==> src/rtl/load_store_unit.sv <==
// Load/store unit: turns a held lsu_en_i request into one request/grant/rvalid
// bus transaction, with lane steering, load extension and a stall watchdog.
module load_store_unit #(
    parameter int ADDR_WIDTH     = 32,
    parameter int TIMEOUT_CYCLES = 255
) (
    input  logic                  clk,
    input  logic                  rst_n,
    input  logic                  lsu_en_i,
    input  logic                  lsu_we_i,
    input  logic [1:0]            lsu_size_i,
    input  logic                  lsu_sign_ext_i,
    input  logic [ADDR_WIDTH-1:0] lsu_addr_i,
    input  logic [31:0]           lsu_wdata_i,
    output logic                  lsu_done_o,
    output logic                  lsu_err_o,
    output logic [31:0]           lsu_rdata_o,
    output logic                  data_req_o,
    output logic [ADDR_WIDTH-1:0] data_addr_o,
    output logic                  data_we_o,
    output logic [3:0]            data_be_o,
    output logic [31:0]           data_wdata_o,
    input  logic                  data_gnt_i,
    input  logic                  data_rvalid_i,
    input  logic [31:0]           data_rdata_i,
    input  logic                  data_err_i
);

    typedef enum logic [1:0] {
        IDLE        = 2'b00,
        WAIT_GNT    = 2'b01,
        WAIT_RVALID = 2'b10
    } state_e;

    localparam int CW = (TIMEOUT_CYCLES > 2) ? $clog2(TIMEOUT_CYCLES) : 1;
    localparam logic [CW-1:0] WD_LAST = CW'(TIMEOUT_CYCLES - 1);

    function automatic logic [31:0] extend_load(input logic [31:0] raw, input logic [1:0] off,
                                                input logic [1:0] size, input logic sx);
        logic [31:0] shifted;
        shifted = raw >> {off, 3'b000};
        case (size)
            2'b00:   return {{24{sx & shifted[7]}}, shifted[7:0]};
            2'b01:   return {{16{sx & shifted[15]}}, shifted[15:0]};
            default: return shifted;
        endcase
    endfunction

    function automatic logic [31:0] replicate_store(input logic [31:0] wd, input logic [1:0] size);
        case (size)
            2'b00:   return {4{wd[7:0]}};
            2'b01:   return {2{wd[15:0]}};
            default: return wd;
        endcase
    endfunction

    state_e        state_q, state_d;
    logic [1:0]    off_q, off_d;
    logic [1:0]    size_q, size_d;
    logic          sx_q, sx_d;
    logic          we_q, we_d;
    logic          abort_q, abort_d;
    logic [CW-1:0] wd_cnt_q, wd_cnt_d;

    logic          active_s, misaligned_s, wd_hit_s, req_s, done_s, err_s;
    logic [3:0]    be_s;

    // Request decode: alignment check and byte-lane enables
    always_comb begin
        be_s         = 4'b0000;
        misaligned_s = 1'b0;
        case (lsu_size_i)
            2'b00: be_s = 4'b0001 << lsu_addr_i[1:0];
            2'b01: begin
                be_s         = 4'b0011 << {lsu_addr_i[1], 1'b0};
                misaligned_s = lsu_addr_i[0];
            end
            2'b10: begin
                be_s         = 4'b1111;
                misaligned_s = |lsu_addr_i[1:0];
            end
            default: misaligned_s = 1'b1;
        endcase
    end

    // Next-state, watchdog and combinational handshake outputs
    always_comb begin
        state_d  = state_q;
        off_d    = off_q;
        size_d   = size_q;
        sx_d     = sx_q;
        we_d     = we_q;
        abort_d  = abort_q;
        wd_cnt_d = wd_cnt_q;
        req_s    = 1'b0;
        done_s   = 1'b0;
        err_s    = 1'b0;
        active_s = lsu_en_i & rst_n;
        if (TIMEOUT_CYCLES != 0) begin
            wd_hit_s = (wd_cnt_q == WD_LAST);
        end else begin
            wd_hit_s = 1'b0;
        end
        case (state_q)
            IDLE: begin
                if (active_s && misaligned_s) begin
                    err_s = 1'b1;
                end else if (active_s) begin
                    req_s    = 1'b1;
                    off_d    = lsu_addr_i[1:0];
                    size_d   = lsu_size_i;
                    sx_d     = lsu_sign_ext_i;
                    we_d     = lsu_we_i;
                    abort_d  = 1'b0;
                    wd_cnt_d = '0;
                    state_d  = data_gnt_i ? WAIT_RVALID : WAIT_GNT;
                end else begin
                    state_d = IDLE;
                end
            end
            WAIT_GNT: begin
                wd_cnt_d = wd_cnt_q + 1'b1;
                if (!active_s) begin
                    state_d = IDLE;
                end else if (data_gnt_i) begin
                    req_s   = 1'b1;
                    state_d = WAIT_RVALID;
                end else if (wd_hit_s) begin
                    req_s   = 1'b1;
                    done_s  = 1'b1;
                    err_s   = 1'b1;
                    state_d = IDLE;
                end else begin
                    req_s = 1'b1;
                end
            end
            WAIT_RVALID: begin
                wd_cnt_d = wd_cnt_q + 1'b1;
                // Once the controller lets go, the response is drained without a done
                abort_d  = abort_q | ~active_s;
                if (data_rvalid_i) begin
                    state_d = IDLE;
                    done_s  = ~abort_d;
                    err_s   = ~abort_d & data_err_i;
                end else if (wd_hit_s) begin
                    state_d = IDLE;
                    done_s  = ~abort_d;
                    err_s   = ~abort_d;
                end else begin
                    state_d = WAIT_RVALID;
                end
            end
            default: state_d = IDLE;
        endcase
    end

    // State and latched request fields
    always_ff @(posedge clk or negedge rst_n) begin
        if (!rst_n) begin
            state_q  <= IDLE;
            off_q    <= 2'b00;
            size_q   <= 2'b00;
            sx_q     <= 1'b0;
            we_q     <= 1'b0;
            abort_q  <= 1'b0;
            wd_cnt_q <= '0;
        end else begin
            state_q  <= state_d;
            off_q    <= off_d;
            size_q   <= size_d;
            sx_q     <= sx_d;
            we_q     <= we_d;
            abort_q  <= abort_d;
            wd_cnt_q <= wd_cnt_d;
        end
    end

    assign lsu_done_o   = done_s;
    assign lsu_err_o    = err_s;
    assign lsu_rdata_o  = (done_s && !we_q) ? extend_load(data_rdata_i, off_q, size_q, sx_q) : 32'h0000_0000;
    assign data_req_o   = req_s;
    assign data_addr_o  = req_s ? {lsu_addr_i[ADDR_WIDTH-1:2], 2'b00} : '0;
    assign data_we_o    = req_s & lsu_we_i;
    assign data_be_o    = req_s ? be_s : 4'b0000;
    assign data_wdata_o = req_s ? replicate_store(lsu_wdata_i, lsu_size_i) : 32'h0000_0000;

endmodule

==> config.mk <==
export PLATFORM = sky130hd
export DESIGN_NAME = load_store_unit
export DESIGN_NICKNAME = d
export VERILOG_FILES = /design/src/rtl/load_store_unit.sv
export SDC_FILE = /design/constraint.sdc
export NUM_CORES = 1
export LEC_CHECK = 0
export ABC_AREA = 1
export ABC_CLOCK_PERIOD_IN_PS = 3100
export BUFFER_PORTS_ARGS = -buffer_cell sky130_fd_sc_hd__buf_2
export CELL_PAD_IN_SITES_DETAIL_PLACEMENT = 1
export CELL_PAD_IN_SITES_GLOBAL_PLACEMENT = 1
export CORE_MARGIN = 2
export CORE_UTILIZATION = 27
export CTS_CLUSTER_SIZE = 20
export DETAILED_ROUTE_END_ITERATION = 6
export PLACE_DENSITY = 0.91
export SLEW_MARGIN = 20
export SYNTH_ARGS = -nofsm -noshare
export SYNTH_HDL_FRONTEND = slang
export SYNTH_SLANG_ARGS = --single-unit
==> constraint.sdc <==
create_clock -name clk -period 3.1 [get_ports clk]
set_input_delay 0.155 -clock clk [delete_from_list [all_inputs] [get_ports clk]]
set_output_delay 0.155 -clock clk [all_outputs]
set_load 0.1 [all_outputs]
==> reports/results.txt, run 1 <==
Post-Place Worst Slack: 0.479 ns
# Post-CTS Setup Buffers: 0
hold depth: 3
worst skew pair latency: 0.26 ns
CTS Buf Count: 3
Worst IR Drop VDD: 0.000158 V
maximum operating frequency: 348 MHz
Synth area leader: nand2_1
PortBufs: 207
Synth Area in Simple Gates: 47.1%
GRT Residual Overflow: 0
Max-slew headroom: 45.4%
Die X: 105 um
RR Endpoint: wd_cnt_q[1]
Via Count: 4048
critical-path cell list: dlygate4sd3_1, buf_2, nand2_1, nor2_1, nand2_2, nand2_4, inv_2, nor2_1, buf_2
Iter 0 DRT Violations: 212
die area: 11100 um^2
number of H-tree levels: 1
Worst Path Buf+Inv: 4
TritonCTS clock tree: done
FF-to-FF path depth: 9
post-layout net count: 823
HPWL Detailed: 10.1 mm
xor/xnor cell area share of the yosys netlist: 0.316%
Yosys cell types: 31
WP data arrival: 2.72 ns
multi-input combinational cell area: 1870 um^2
max-cap violations: 0
Worst Hold Launch: lsu_sign_ext_i
Synth Warn #: 0
Die Height: 105 um
Util after Layout: 39.8%
post-synthesis compound-gate area fraction: 16.9%
Reg2Reg Setup Slack: 0.96 ns
# IOs: 210
first-pass GRT wire length: 20.0 mm
Initial Util: 28.1%
CTS max path bufs: 2
# diodes: 0
Crit path required time: 2.94 ns
setup violators final: 0
outcome: finished, final reports clean
CP Launch Type: input pin
DR WL/cell: 15.1 um
core area: 9860 um^2
worst r2r src: state_q[0]
delay-heaviest family, CP: buffers and inverters
period utilization: 92.8%
Hold Vio Cnt, Final: 0
row count: 36
Area growth, synth to finish: 41.5%
Hold/Removal Path Class: input pin to flop
mux cell area share after synthesis: 0%
CTS sink cnt: 17
number of global-route vias before repair: 4063
post-synth top area share: 18.1%
Reg clk slew, reported paths: 0.07 ns
root buf cell: clkbuf_8
post-route ant nets: 0
first-pass detailed-route iteration total: 5
largest cells by area after synthesis: nand2_1 (18%), nor2_1 (15%), dfrtp_1 (15%), inv_1 (9.7%), o21ai_0 (8.5%)
min Tclk post-route: 2.88 ns
flops & latches, synth: 17
initial antenna violation count: 0
Slowest cell on crit path: dlygate4sd3_1
Synth Cell Area: 2770 um^2
combinational family with the most area after synthesis: simple AND/OR/NAND/NOR gates
Via density: 4.80
Routed WL: 12.8 mm
Min Hold Slack: 0.153 ns
Worst Max-Slew Pin Slew: 0.817 ns
Avg Synthesized Cell Area: 5.28 um^2
Post-Synthesis Cells: 525
layout cell share with drive strength beyond 1: 33.8%
Filler cells: 1448
Post-Synth Adder-Cell Area: 2.71%
kind of end point of the critical path: output pin
RePlAce Congestion: 0.905
min setup slack post-route: 0.223 ns
biggest cell delay along the critical path: 0.52 ns
Register Area: 425 um^2
Worst Path Max Fanout: 51
pin count of the biggest net entering global routing: 52
PD cells: 417 nW/um^2
Global Route Usage Sum: 21.6%
Hold EP: sx_q
Tot Pwr: 1.64 mW
clk_skew: 0.00329 ns
leakage power: 2.44 nW
Crit Path Category: input pin to output pin
Final Slew Violations: 0
DRC: 0
sequential-to-total area share from yosys stat: 15.3%
[flip-flops by register name, indices dropped and copies added (netlist names)]
register,flops
wd_cnt_q,8
off_q,2
sx_q,1
state_q,2
we_q,1
size_q,2
abort_q,1
[power breakdown]
group | internal, mW | total (mW) | switching (mW)
registers | 0.257 | 0.314 | 0.0570
logic | 0.298 | 1.14 | 0.846
clock network | 0.0916 | 0.179 | 0.0870
total | 0.647 | 1.64 | 0.990
[placed cells by master, fill, tap and decap left out, drive strengths merged]
cell,count
nand2,142
buf,184
nand3b,1
o21bai,1
clkbuf,30
o211ai,2
a21oi,27
xor2,1
and2,1
inv,76
nand3,30
dlygate4sd3,1
conb,2
ha,6
a31oi,4
nor2,118
nand4,4
dfrtp,17
o22ai,8
o21ai,47
or2,8
[worst max path at each step]
stage / from / end / slack, ns / cells after the start
after floorplan: state_q[0] / data_addr_o[10] / 0.11 / 9
after global placement: state_q[0] / data_addr_o[13] / 0.65 / 9
after detailed placement: state_q[0] / data_addr_o[13] / 0.48 / 9
after CTS: rst_n / data_addr_o[13] / 0.15 / 9
after global routing: rst_n / data_addr_o[18] / -0.06 / 9
final: rst_n / data_addr_o[18] / 0.22 / 9
[kinds of logic after synthesis]
kind of cell / after synthesis
adders and majority gates: 6
xor gates and xnor gates: 1
other: 1
DFF: 17
and+or+nand+nor: 304
buffers and inverters: 107
AOI/OAI and AO/OA: 89
[per-layer routing]
| metal | part of all wire, % | vias to the layer above | track usage, % |
|---|---|---|---|
| li1 | - | 1987 | - |
| met1 | 42 | 1859 | 26.4 |
| met2 | 50 | 179 | 40.1 |
| met3 | 5.9 | 23 | 2.10 |
| met4 | 2.3 | 0 | 5.52 |
| met5 | 0 | - | 0 |
[timing repair]
item / CTS / global route
endpoints found under the hold margin: 8 / 0
hold buffers: 1 / 0
setup endpoints to repair: 0 / 26
gates resized for setup: 0 / 26
[area by class of cell]
cell class | count | area share [%]
multi-input combinational | 402 | 47.5
timing repair buffer | 211 | 28.9
sequential | 17 | 10.8
tap | 133 | 4.24
inverter | 76 | 7.33
clock buffer | 4 | 1.15
[Yosys cell counts]
library cell,count
nor2_2,2
nor2_4,1
buf_6,5
a21oi_1,27
clkbuf_1,9
nor2_1,114
and2_1,1
nand2_4,1
or2_2,8
ha_1,6
xor2_1,1
nand2_1,134
o21bai_1,1
buf_4,5
inv_2,3
nand3_1,28
inv_1,72
inv_4,1
o22ai_1,8
a31oi_1,4
buf_2,11
conb_1,1
nand4_1,4
nand3_4,2
nor2_8,1
o21ai_0,47
o211ai_1,2
dfrtp_1,17
nand2_2,7
nand3b_4,1
buf_8,1
[metrics by stage]
step	TNS [ns]	area [um^2]	std cells
6_report	0	3920	843
5_1_grt	-0.0776	3920	843
4_1_cts	0	3860	843
3_5_place_dp	0	3800	838
3_3_place_gp	0	3800	838
2_1_floorplan	0	2780	526
[worst reg2reg max path, cell delays in order, from the launching register on]
cell and delay [ns]:
dfrtp_1 0.42, inv_1 0.10, ha_1 0.20, inv_1 0.07
nor2_1 0.24, nand2_2 0.23, nand2_1 0.34, inv_1 0.18
nand2_1 0.12, o21ai_0 0.11
No activity file was read; power rests on OpenSTA's default activity.
==> run 2, diff against run 1 <==
--- a/config.mk
+++ b/config.mk
@@ -15,6 +15,7 @@
 export CTS_CLUSTER_SIZE = 20
 export DETAILED_ROUTE_END_ITERATION = 6
 export PLACE_DENSITY = 0.91
+export RECOVER_POWER = 25
 export SLEW_MARGIN = 20
 export SYNTH_ARGS = -nofsm -noshare
 export SYNTH_HDL_FRONTEND = slang
==> reports/results.txt, run 2 (same netlist as run 1, synthesis figures left out) <==
outcome: finished, final reports clean
RePlAce Congestion: 0.905
Initial Util: 28.1%
Reg clk slew, reported paths: 0.07 ns
maximum operating frequency: 348 MHz
CP Launch Type: input pin
DR WL/cell: 15.1 um
setup violators final: 0
dpl cells: 838
core area: 9860 um^2
Die Height: 105 um
# diodes: 0
Worst Hold Launch: lsu_sign_ext_i
worst skew pair latency: 0.26 ns
crit path launch: rst_n
Final Slew Violations: 0
Reg with most FFs: wd_cnt_q
most common cell after layout, fill and taps aside: buf_2
number of global-route vias before repair: 4063
worst r2r src: state_q[0]
PD cells: 417 nW/um^2
post-route ant nets: 0
Largest register FFs: 8
Final Non-Filler Cells: 843
Die X: 105 um
Post-Place Worst Slack: 0.479 ns
CTS sink cnt: 17
period utilization: 92.6%
die area: 11100 um^2
Worst Max-Slew Pin Slew: 0.817 ns
Iter 0 DRT Violations: 212
Via Count: 4052
Global Route Usage Sum: 21.6%
DRC: 0
TritonCTS clock tree: done
WP data arrival: 2.72 ns
CTS max path bufs: 2
pin count of the biggest net entering global routing: 52
# IOs: 210
clk_skew: 0.00330 ns
CTS Buf Count: 3
setup TNS: 0 ns
GRT Residual Overflow: 0
most frequent cells in the layout: buf_2 (181), nand2_1 (134), nor2_1 (114), inv_1 (72), o21ai_0 (47)
Worst Path Max Fanout: 51
Crit Path Category: input pin to output pin
Area growth, synth to finish: 41.4%
initial antenna violation count: 0
first-pass GRT wire length: 20.0 mm
row count: 36
leakage power: 2.44 nW
# Post-CTS Setup Buffers: 0
min setup slack post-route: 0.228 ns
kind of end point of the critical path: output pin
layout cell share with drive strength beyond 1: 33.7%
Via density: 4.81
Worst IR Drop VDD: 0.000158 V
Placed Instance Area: 3800 um^2
Hold Vio Cnt, Final: 0
root buf cell: clkbuf_8
number of H-tree levels: 1
PortBufs: 207
Hold/Removal Path Class: input pin to flop
HPWL Detailed: 10.1 mm
min Tclk post-route: 2.87 ns
fin area: 3920 um^2
Routed WL: 12.8 mm
first-pass detailed-route iteration total: 5
max-cap violations: 0
Crit path required time: 2.94 ns
post-layout net count: 823
Max-slew headroom: 45.4%
[run 2: changes by cell type in the layout (fill, tap and decap cells not counted), sizes merged]
cell	change
buf	-1
clkbuf	+1
[run 2: power breakdown]
| part | internal, mW | leakage, nW | switching, mW |
|---|---|---|---|
| logic | 0.297 | 2.19 | 0.846 |
| clock network | 0.0916 | 0.0228 | 0.0870 |
| registers | 0.257 | 0.225 | 0.0569 |
[run 2: path summary, 6_finish.rpt]
check,endpoint,slack [ns],depth (start not counted)
worst max register to register,wd_cnt_q[1],0.96,9
max in group asynchronous,wd_cnt_q[5],2.03,3
min in group asynchronous,wd_cnt_q[6],0.28,2
worst min-delay path,sx_q,0.15,3
worst max-delay path,data_addr_o[18],0.23,9
worst min register to register,we_q,0.51,2
[run 2: cell type report]
cell class | instances | area [um^2]
fillers | 1450 | 5940
multi-input cells | 402 | 1870
repair buffers | 211 | 1130
flip-flops and latches | 17 | 425
inverters | 76 | 288
well taps | 133 | 166
clock buffers | 4 | 45.0
[run 2: worst max-delay path, cell delays in order]
cell and delay, ns:
dlygate4sd3_1 0.52, buf_2 0.25, nand2_1 0.13, nor2_1 0.25, nand2_2 0.23, nand2_4 0.17
inv_2 0.32, nor2_1 0.22, buf_2 0.46
[run 2: timing repair]
item	in CTS	in global routing
setup endpoints to repair	0	26
hold endpoints to repair	8	0
gates resized for setup	0	26
hold buffers	1	0
[run 2: stage by stage]
step | power [mW] | utilization [%] | hold slack, ns
after floorplan | 1.21 | - | -0.141
after global placement | 1.40 | 38.6 | 0.0301
after detailed placement | 1.45 | 38.6 | 0.0346
after CTS | 1.63 | 39.1 | 0.155
after global routing | 1.77 | 39.7 | 0.196
final | 1.64 | 39.7 | 0.153
[run 2: routing by layer]
| layer | vias up | global-route usage (%) | wire length, um |
|---|---|---|---|
| met2 | 179 | 40.1 | 6410 |
| met1 | 1862 | 26.4 | 5300 |
| met4 | 0 | 5.52 | 289 |
| met5 | - | 0 | 0 |
| li1 | 1988 | - | - |
| met3 | 23 | 2.10 | 753 |
